$ cat config.mk
export PLATFORM = sky130hd
export DESIGN_NAME = keys_debounce
export DESIGN_NICKNAME = d
export VERILOG_FILES = /design/src/rtl/keys_debounce.sv
export SDC_FILE = /design/constraint.sdc
export NUM_CORES = 1
export LEC_CHECK = 0
export CAP_MARGIN = 20
export CORE_MARGIN = 8
export CORE_UTILIZATION = 40
export CTS_BUF_LIST = sky130_fd_sc_hd__clkbuf_16
export DETAILED_ROUTE_END_ITERATION = 10
export GPL_TIMING_DRIVEN = 0
export SETUP_SLACK_MARGIN = 0.2
export SLEW_MARGIN = 20
export SYNTH_ARGS = -nofsm -noshare
export SYNTH_HDL_FRONTEND = slang
export SYNTH_SLANG_ARGS = --single-unit
$ cat constraint.sdc
create_clock -name clk -period 3.3 [get_ports clk]
set_input_delay 0.66 -clock clk [delete_from_list [all_inputs] [get_ports clk]]
set_output_delay 0.66 -clock clk [all_outputs]
set_load 0.05 [all_outputs]
$ cat src/rtl/keys_debounce.sv
// ----------------------------------------------------------------------------
// keys_debounce : per-key synchroniser, debounce FSM, level, press/release/repeat
// Rev 1.0
// ----------------------------------------------------------------------------
`default_nettype none

module keys_debounce #(
  parameter int N_KEYS        = 4,
  parameter int ACTIVE_LOW    = 1,
  parameter int DEB_CYCLES    = 50000,
  parameter int CNT_W         = 16,
  parameter int REPEAT_DELAY  = 0,
  parameter int REPEAT_PERIOD = 1,
  parameter int RPT_W         = 24
) (
  input  logic              clk,
  input  logic              reset,
  input  logic [N_KEYS-1:0] keys_in,
  output logic [N_KEYS-1:0] keys_level,
  output logic [N_KEYS-1:0] keys_press,
  output logic [N_KEYS-1:0] keys_release,
  output logic [N_KEYS-1:0] keys_repeat,
  output logic              keys_any
);

  // Raw level of a released key; XOR with it normalises to 1 = pressed.
  localparam logic [N_KEYS-1:0] c_RAW_IDLE = (ACTIVE_LOW != 0) ? '1 : '0;
  localparam logic [CNT_W-1:0]  c_DEB_LAST = CNT_W'(DEB_CYCLES - 1);
  localparam bit                c_RPT_EN   = (REPEAT_DELAY > 0);
  localparam logic [RPT_W-1:0]  c_DLY_LAST = RPT_W'((REPEAT_DELAY > 0) ? REPEAT_DELAY - 1 : 0);
  localparam logic [RPT_W-1:0]  c_PER_LAST = RPT_W'((REPEAT_PERIOD > 0) ? REPEAT_PERIOD - 1 : 0);

  typedef enum logic [1:0] {
    ST_UP     = 2'd0,
    ST_CHK_DN = 2'd1,
    ST_DOWN   = 2'd2,
    ST_CHK_UP = 2'd3
  } key_state_e;

  logic [N_KEYS-1:0] sync1_q;
  logic [N_KEYS-1:0] sync2_q;

  always_ff @(posedge clk or posedge reset) begin
    if (reset) begin
      sync1_q <= c_RAW_IDLE;
      sync2_q <= c_RAW_IDLE;
    end else begin
      sync1_q <= keys_in;
      sync2_q <= sync1_q;
    end
  end

  for (genvar k = 0; k < N_KEYS; k++) begin : g_key
    key_state_e       state_q, state_d;
    logic [CNT_W-1:0] cnt_q, cnt_d;
    logic [RPT_W-1:0] rpt_q, rpt_d;
    logic             first_q, first_d;
    logic             level_q, level_d;
    logic             press_q, press_d;
    logic             release_q, release_d;
    logic             repeat_q, repeat_d;
    logic             key_s;
    logic [RPT_W-1:0] rpt_thr_last;

    assign key_s        = sync2_q[k] ^ c_RAW_IDLE[k];
    assign rpt_thr_last = first_q ? c_DLY_LAST : c_PER_LAST;

    always_ff @(posedge clk or posedge reset) begin
      if (reset) begin
        state_q   <= ST_UP;
        cnt_q     <= '0;
        rpt_q     <= '0;
        first_q   <= 1'b0;
        level_q   <= 1'b0;
        press_q   <= 1'b0;
        release_q <= 1'b0;
        repeat_q  <= 1'b0;
      end else begin
        state_q   <= state_d;
        cnt_q     <= cnt_d;
        rpt_q     <= rpt_d;
        first_q   <= first_d;
        level_q   <= level_d;
        press_q   <= press_d;
        release_q <= release_d;
        repeat_q  <= repeat_d;
      end
    end

    always_comb begin
      state_d   = state_q;
      cnt_d     = cnt_q;
      rpt_d     = rpt_q;
      first_d   = first_q;
      level_d   = level_q;
      press_d   = 1'b0;
      release_d = 1'b0;
      repeat_d  = 1'b0;

      case (state_q)
        ST_UP: begin
          if (key_s) begin
            state_d = ST_CHK_DN;
            cnt_d   = '0;
          end
        end

        ST_CHK_DN: begin
          if (!key_s) begin
            state_d = ST_UP;
            cnt_d   = '0;
          end else if (cnt_q == c_DEB_LAST) begin
            state_d = ST_DOWN;
            cnt_d   = '0;
            level_d = 1'b1;
            press_d = 1'b1;
            rpt_d   = '0;
            first_d = 1'b1;
          end else begin
            cnt_d = cnt_q + 1'b1;
          end
        end

        ST_DOWN: begin
          if (!key_s) begin
            state_d = ST_CHK_UP;
            cnt_d   = '0;
          end
          // Repeat timing advances on every edge spent in DOWN, including the one leaving it.
          if (c_RPT_EN) begin
            if (rpt_q == rpt_thr_last) begin
              repeat_d = 1'b1;
              rpt_d    = '0;
              first_d  = 1'b0;
            end else begin
              rpt_d = rpt_q + 1'b1;
            end
          end
        end

        ST_CHK_UP: begin
          if (key_s) begin
            state_d = ST_DOWN;
            cnt_d   = '0;
          end else if (cnt_q == c_DEB_LAST) begin
            state_d   = ST_UP;
            cnt_d     = '0;
            level_d   = 1'b0;
            release_d = 1'b1;
          end else begin
            cnt_d = cnt_q + 1'b1;
          end
        end

        default: begin
          state_d = ST_UP;
          cnt_d   = '0;
        end
      endcase
    end

    assign keys_level[k]   = level_q;
    assign keys_press[k]   = press_q;
    assign keys_release[k] = release_q;
    assign keys_repeat[k]  = repeat_q;
  end : g_key

  assign keys_any = |keys_level;

endmodule

`default_nettype wire

==> out/qor.csv, run 1 <==
metric,value,unit
hold_viol,0,
vias,3979,
cts_setup_buffers,0,
synth_flop_cell,dfrtp_1,
switching_power,1.22,mW
wire_per_inst,14.9,µm
p_int,2.10,mW
path_clk_slew,60,ps
drt_iter0_drc,234,
clock_skew,4.11,ps
grt_max_degree,81,
period_share,81.8,%
drt_first_pass_iters,4,
ir_drop,328,µV
antenna_found_initial,0,
n_antenna_cell,0,
dp_hpwl,7.23,mm
cts_root_buf,clkbuf_16,
synth.cell_area,4850,µm²
grt_pass1_vias,3769,
nets,569,
finalSetupViolations,0,
cts_tree,done,
finalCriticalPeriod,2700,ps
status,"complete, no violations",
synth_seq_cells,92,
cts.sinks,92,
fmax,0.371,GHz
placed_area,5260,µm²
cp-end-kind,output port,
place_congestion,0.837,
clkLatencyLatePin,340,ps
ctsResizeCount,0,
io_pins,23,
wl,10.6,mm
start_kind,flip-flop,
crit_arrival,2040,ps
ant_nets,0,
netlist_instances,525,
synth_area_leader_cell,dfrtp_1,
viasPerCell,5.60,
area_delta_synth_final,13.8,%
grt_overflow,0,
drive_above_1_share,13.1,%
pwr-share-seq,40.3,%
ctsHoldBuffers,0,
rsz0062_at_grt,false,
p_clk_share,28.0,%
die-area,15900,µm²
path_class,flip-flop to output port,
critPathRequiredTime,2640,ps
switching_share,36.7,%
synth_warnings,0,
fill_cells,1151,
synth_cell_types,55,
core.rowCount,40,
track_usage,13.9,%
synth_edf_count,0,
clock_tree.buffer_depth,2,
synth.avg_cell_area,9.23,µm²
port_buffers,18,
slew_headroom,49.7,%
die-width,126,µm
synth.top_cells.by_count,"dfrtp_1, nand2_1, o21ai_0, nand3_1, a21oi_1",
critPathMaxFanout,3,
design_area,5510,µm²
initial_core_util,40.7,%
grt_pass1_wl,18.3,mm
async_flop_share,100,%
worst_pin_slew,752,ps
power_density,602,nW/µm²
fin_util,46.3,%
whs_path_depth,0,
drc,0,
p_comb_share,31.7,%
die_y,126,µm
synth_top_area_share,43.4,%
report.power.total,3.32,mW
leakage,2.29,nW
hp-class,flip-flop to flip-flop,
r2r_cells,6,
cts_buffers,9,
core_area,11900,µm²
report.final.slew_viol_count,0,
h-tree-depth,3,
synthTopCellsByArea,"dfrtp_1, o21ai_0, nand2_1",
max-cap-violations,0,
yosysSeqAreaShare,47.7,%
yosysMostFrequentCell,dfrtp_1,
area by class of cell:
type,instances,area (µm²),area share [%]
clock inverter,7,33.8,0.613
tap,147,184,3.34
timing repair buffer,19,208,3.77
inverter,20,80.1,1.45
sequential,92,2310,41.9
multi-input combinational,381,2240,40.7
buffer,35,229,4.15
clock buffer,9,225,4.08
path summary, 6_finish.rpt:
check / slack, ps / from / to
max in group asynchronous: 2060 / reset / sync1_q[3]
worst min-delay path: 360 / sync1_q[2] / sync2_q[2]
worst max register to register: 1040 / g_key[3].cnt_q[7] / g_key[3].cnt_q[13]
worst max-delay path: 600 / g_key[3].level_q / keys_any
worst min register to register: 360 / sync1_q[2] / sync2_q[2]
min in group asynchronous: 600 / reset / g_key[0].cnt_q[1]
worst max-delay path, cell delays in order (launching register included):
cell	delay, ps
dfrtp_1	400
or4_1	570
clkdlybuf4s50_1	730
cell usage in the layout, fill, tap and decap left out, types with 4 or more instances in the layout:
master,n
nand2_1,61
or3_1,11
and3_1,8
dfstp_2,8
nor2_1,27
clkdlybuf4s50_1,18
o21ai_0,49
nand3_1,33
buf_4,18
or3_2,4
nor3_1,18
or2_2,7
dfrtp_1,84
nor4_1,9
nand4_1,15
xnor2_1,7
a21o_1,6
inv_1,19
xor2_1,5
buf_2,4
ha_1,5
or2_1,4
conb_1,4
clkbuf_1,8
mux2i_1,5
a21oi_1,30
and4_1,5
a22o_1,6
clkbuf_16,9
a31oi_1,23
per-layer routing:
layer / track usage [%] / part of all wire (%) / vias to the layer above / wire, µm
met1: 18.7 / 49 / 1936 / 5210
met4: 4.39 / 1.2 / 0 / 128
met3: 3.38 / 3.7 / 12 / 389
met2: 21.7 / 46 / 63 / 4830
met5: 0 / 0 / - / 0
li1: - / - / 1968 / -
per-stage QoR:
step	setup WS [ps]	TNS, ps	cells	hold slack, ps
global placement	-1220	-104150	693	347
CTS	556	0	710	358
floorplan	261	0	528	345
finish	602	0	710	356
detailed placement	936	0	694	349
global route	538	0	710	364
flip-flops by register name, indices dropped and copies added, names as in the netlist, named ones only:
register / flops
g_key.state_q: 4
g_key.release_q: 4
g_key.cnt_q: 64
g_key.level_q: 4
g_key.press_q: 4
sync1_q: 4
sync2_q: 4
kinds of logic after synthesis:
family / count (synthesis) / synth area share (%)
AO/OA/AOI/OAI: 129 / 15.5
XOR/XNOR: 12 / 2.17
adder cells (fa/ha/maj): 5 / 1.29
buffers and inverters: 55 / 6.27
flip-flops: 92 / 47.7
multiplexers: 5 / 1.03
other: 1 / 0.0774
AND/OR/NAND/NOR: 226 / 25.9
power groups by stage:
stage                     Clock (mW)  Sequential [mW]  Combinational, mW
after floorplan                    0             1.33              0.807
after global placement             0             1.35               1.02
after detailed placement           0             1.36               1.05
after CTS                      0.956             1.34               1.06
after global routing            1.00             1.36               1.19
final                          0.928             1.34               1.05
(Power assumes the default switching activity.)
==> inputs of run 2 (changes only) <==
- clock period: 3.3 -> 2.6 ns (I/O delays scaled with it)
==> run 2 against run 1 <==
Sequential power up 28%. Sequential share of layout area down 0.057 points. Routed wire length down 0.97%. Register-to-register slack lost 670 ps. Final area is 0.14% higher. Clock power rose by 25%. Setup slack lost 250 ps.
==> out/qor.csv, run 2 (synthesis results as in run 1) <==
metric,value,unit
status,"complete, no violations",
grt_max_degree,35,
place_congestion,0.836,
finalNonFillerCells,711,
whs_path_depth,0,
start_kind,flip-flop,
worst_pin_slew,764,ps
critPathMaxFanout,3,
grt_pass1_vias,3760,
p_int,2.67,mW
ir_drop,319,µV
report.final.slew_viol_count,0,
core.rowCount,40,
leakage,2.31,nW
die_y,126,µm
slew_headroom,48.9,%
finalCriticalPeriod,2250,ps
cp_slowest_cell,or4_1,
final_common_cell,dfrtp_1,
cts_root_buf,clkbuf_16,
drt_iter0_drc,255,
dp.cells,695,
port_buffers,18,
critPathRequiredTime,2080,ps
max-cap-violations,0,
path_cells,or4_1 > dlygate4sd2_1,
drt_first_pass_iters,5,
p_clk_share,27.5,%
holdWs,357,ps
path_class,flip-flop to output port,
fill_cells,1152,
finalSetupViolations,0,
largest_reg_flops,64,
hold_viol,0,
initial_core_util,40.7,%
power_density,761,nW/µm²
n_antenna_cell,0,
hp-class,flip-flop to flip-flop,
grt_pass1_wl,18.0,mm
cp-end-kind,output port,
die-area,15900,µm²
grt_overflow,0,
p_comb_share,31.9,%
clock_skew,7.00,ps
track_usage,13.8,%
cts.sinks,92,
pwr-share-seq,40.6,%
vias,3947,
ctsHoldBuffers,0,
hold_end,sync2_q[3],
min_from,sync1_q[3],
r2r_cells,8,
period_share,86.6,%
dp_hpwl,7.29,mm
switching_share,36.5,%
r2r-end,g_key[1].cnt_q[9],
die-width,126,µm
cts_buffers,9,
nets,570,
wire_per_inst,14.7,µm
fmax,0.444,GHz
drive_above_1_share,13.3,%
cts_tree,done,
top_register,g_key.cnt_q,
final_cell_mix,"dfrtp_1, nand2_1, o21ai_0",
ant_nets,0,
rrSetupSlack,370,ps
switching_power,1.53,mW
path_clk_slew,60,ps
clock_tree.buffer_depth,2,
h-tree-depth,3,
slowest_delay,550,ps
core_area,11900,µm²
viasPerCell,5.55,
io_pins,23,
clkLatencyLatePin,340,ps
area_delta_synth_final,13.9,%
drc,0,
r2r_start,g_key[1].cnt_q[0],
antenna_found_initial,0,
rsz0062_at_grt,false,
wl,10.5,mm
crit_arrival,1730,ps
run 2: metal layers:
layer | part of all wire (%) | vias up | routed length [µm] | global-route usage (%)
met3 | 4.1 | 13 | 429 | 3.25
li1 | - | 1961 | - | -
met1 | 49 | 1897 | 5120 | 18.2
met5 | 0 | - | 0 | 0
met4 | 1.6 | 0 | 166 | 5.38
met2 | 45 | 76 | 4740 | 21.3
run 2: how the worst max path moves through the flow:
| stage | start | to | slack [ps] | cells past startpoint |
|---|---|---|---|---|
| 3_3_place_gp | reset | g_key[0].cnt_q[14] | -10 | 2 |
| 6_report | g_key[3].level_q | keys_any | 350 | 2 |
| 2_1_floorplan | g_key[1].cnt_q[11] | g_key[1].cnt_q[9] | 670 | 7 |
| 4_1_cts | g_key[3].level_q | keys_any | 290 | 2 |
| 5_1_grt | g_key[1].cnt_q[0] | g_key[1].cnt_q[9] | 220 | 8 |
| 3_5_place_dp | g_key[1].cnt_q[0] | g_key[1].cnt_q[9] | 370 | 8 |
run 2: worst max-delay path, delay by kind of cell (launching register included):
kind	cells	cell delay, ps
DFF	1	390
and+or+nand+nor	1	550
buffers and inverters	1	450
run 2: area by class of cell:
cell class / count / area (µm²) / share of cell area (%)
buffer: 35 / 229 / 4.15
inverter: 20 / 78.8 / 1.43
timing repair buffer: 20 / 219 / 3.97
tap: 147 / 184 / 3.33
multi-input combinational: 381 / 2240 / 40.6
clock inverter: 7 / 31.3 / 0.567
sequential: 92 / 2310 / 41.9
clock buffer: 9 / 225 / 4.08
run 2: per-stage QoR:
stage                     total power, mW  instance area [µm²]  setup TNS [ps]  setup slack (ps)  utilization (%)
final                                4.20                 5520               0               350             46.4
after global routing                 4.49                 5520               0               216             46.4
after CTS                            4.25                 5520               0               287             46.4
after detailed placement             3.06                 5270               0               368             44.2
after global placement               3.02                 5230            -799             -13.3             43.9
after floorplan                      2.72                 4860               0               668                -
run 2: power groups by stage:
stage               combinational, mW  sequential, mW  clock (mW)
finish                           1.34            1.71        1.16
global route                     1.51            1.72        1.26
CTS                              1.34            1.70        1.20
detailed placement               1.34            1.73           0
global placement                 1.31            1.72           0
floorplan                        1.02            1.69           0
run 2: what timing repair did:
action                                  CTS  global route
endpoints found under the hold margin     0             0
gates resized for setup                   1             0
buffers inserted                          0             0
endpoints found under the setup margin    1             0
==> inputs of run 3 (changes only) <==
- PLACE_DENSITY_LB_ADDON: unset -> 0.12
==> run 3 against run 2 <==
Power rose by 6.4%. Combinational power about the same. Non-clock buffer count rose by 1. Register-to-register slack lost 20 ps. Setup slack worse by 47 ps. Sequential share of layout area is 0.64 points lower. Critical path type unchanged. Critical endpoint is now keys_level[0]. Largest cell class unchanged.
==> out/qor.csv, run 3 (synthesis results as in run 1) <==
metric,value,unit
core_area,11900,µm²
cts_setup_buffers,0,
path_cells,buf_4 > clkdlybuf4s50_1,
wire_per_inst,14.9,µm
critPathRequiredTime,2080,ps
ctsHoldBuffers,0,
cpLargestDelayFamily,buffers and inverters,
largest_reg_flops,64,
leakage,2.33,nW
ir_drop,393,µV
n_antenna_cell,0,
drt_first_pass_iters,5,
drive_above_1_share,13.8,%
top_register,g_key.cnt_q,
grt_pass1_wl,18.1,mm
cp-end-kind,output port,
period_share,88.4,%
cts_root_buf,clkbuf_16,
clock_tree.buffer_depth,2,
finalCriticalPeriod,2300,ps
fin_util,47.1,%
fmax,0.435,GHz
final_common_cell,dfrtp_1,
top_usage_layer,met2,
fill_cells,1152,
cts_buffers,9,
viasPerCell,5.49,
tns,0,ps
dp_hpwl,7.43,mm
critPathMaxFanout,4,
vias,3910,
cts_tree,done,
fin_ws,302,ps
crit_arrival,1780,ps
cp_slowest_cell,clkdlybuf4s50_1,
max-cap-violations,0,
finalNonFillerCells,712,
nets,571,
report.power.total,4.47,mW
initial_core_util,40.7,%
grt_max_degree,31,
drc,0,
clkLatencyLatePin,340,ps
slew_headroom,50.8,%
port_buffers,18,
start_kind,flip-flop,
cts.sinks,92,
worst_pin_slew,735,ps
rsz0062_at_grt,false,
place_congestion,0.804,
track_usage,13.7,%
drt_iter0_drc,284,
use_met2,21.8,%
io_pins,23,
ant_nets,0,
grt_overflow,0,
antenna_found_initial,0,
grt_util_met1,17.9,%
clock_skew,9.38,ps
die_y,126,µm
h-tree-depth,3,
final_cell_mix,"dfrtp_1, nand2_1, o21ai_0",
report.final.slew_viol_count,0,
path_class,flip-flop to output port,
die-width,126,µm
die-area,15900,µm²
dp.cells,696,
wl,10.6,mm
core.rowCount,40,
power_density,797,nW/µm²
area_delta_synth_final,15.7,%
status,"complete, no violations",
grt_use_met3,2.66,%
critical_path_buf_inv_count,2,
ctsResizeCount,1,
hold_viol,0,
finalSetupViolations,0,
slowest_delay,790,ps
grt_pass1_vias,3772,
hp-class,flip-flop to flip-flop,
place_ws,379,ps
path_clk_slew,70,ps
-- run 3: final timing paths --
kind | startpoint | end | slack, ps | cells after the start
max | g_key[0].level_q | keys_level[0] | 300 | 2
min | sync1_q[3] | sync2_q[3] | 360 | 0
min in group asynchronous | reset | g_key[3].release_q | 510 | 2
max in group asynchronous | reset | sync2_q[0] | 1350 | 4
min reg2reg | sync1_q[3] | sync2_q[3] | 360 | 0
max reg2reg | g_key[1].cnt_q[0] | g_key[1].cnt_q[9] | 350 | 8
-- run 3: per-stage QoR --
stage | area (µm²) | hold WS [ps]
final | 5610 | 356
after global routing | 5610 | 363
after CTS | 5610 | 358
after detailed placement | 5290 | 348
after global placement | 5230 | 346
after floorplan | 4860 | 345
-- run 3: power by group --
| part | internal, mW | switching, mW |
|---|---|---|
| logic | 0.472 | 0.871 |
| registers | 1.57 | 0.130 |
| clock network | 0.848 | 0.585 |
-- run 3: routing by layer --
layer / up-vias / share of wire (%)
li1: 1964 / -
met1: 1871 / 48
met2: 65 / 47
met3: 10 / 3.4
met4: 0 / 1.4
met5: - / 0
-- run 3: worst reg2reg max path, cell delays in order (launching register included) --
cell      delay [ps]
dfrtp_1          430
ha_1             320
nand4b_1         240
nor4_4           480
or2_1            160
buf_4            140
buf_6            150
o21ai_2           70
a21o_1           170
-- run 3: layout make-up --
cell class / count / area (µm²) / share of cell area [%]
inverters: 20 / 78.8 / 1.41
flip-flops and latches: 92 / 2310 / 41.2
multi-input cells: 381 / 2240 / 40.0
repair buffers: 21 / 239 / 4.26
well taps: 147 / 184 / 3.28
plain buffers: 35 / 229 / 4.08
clock buffers: 9 / 225 / 4.02
clock inverters: 7 / 97.6 / 1.74
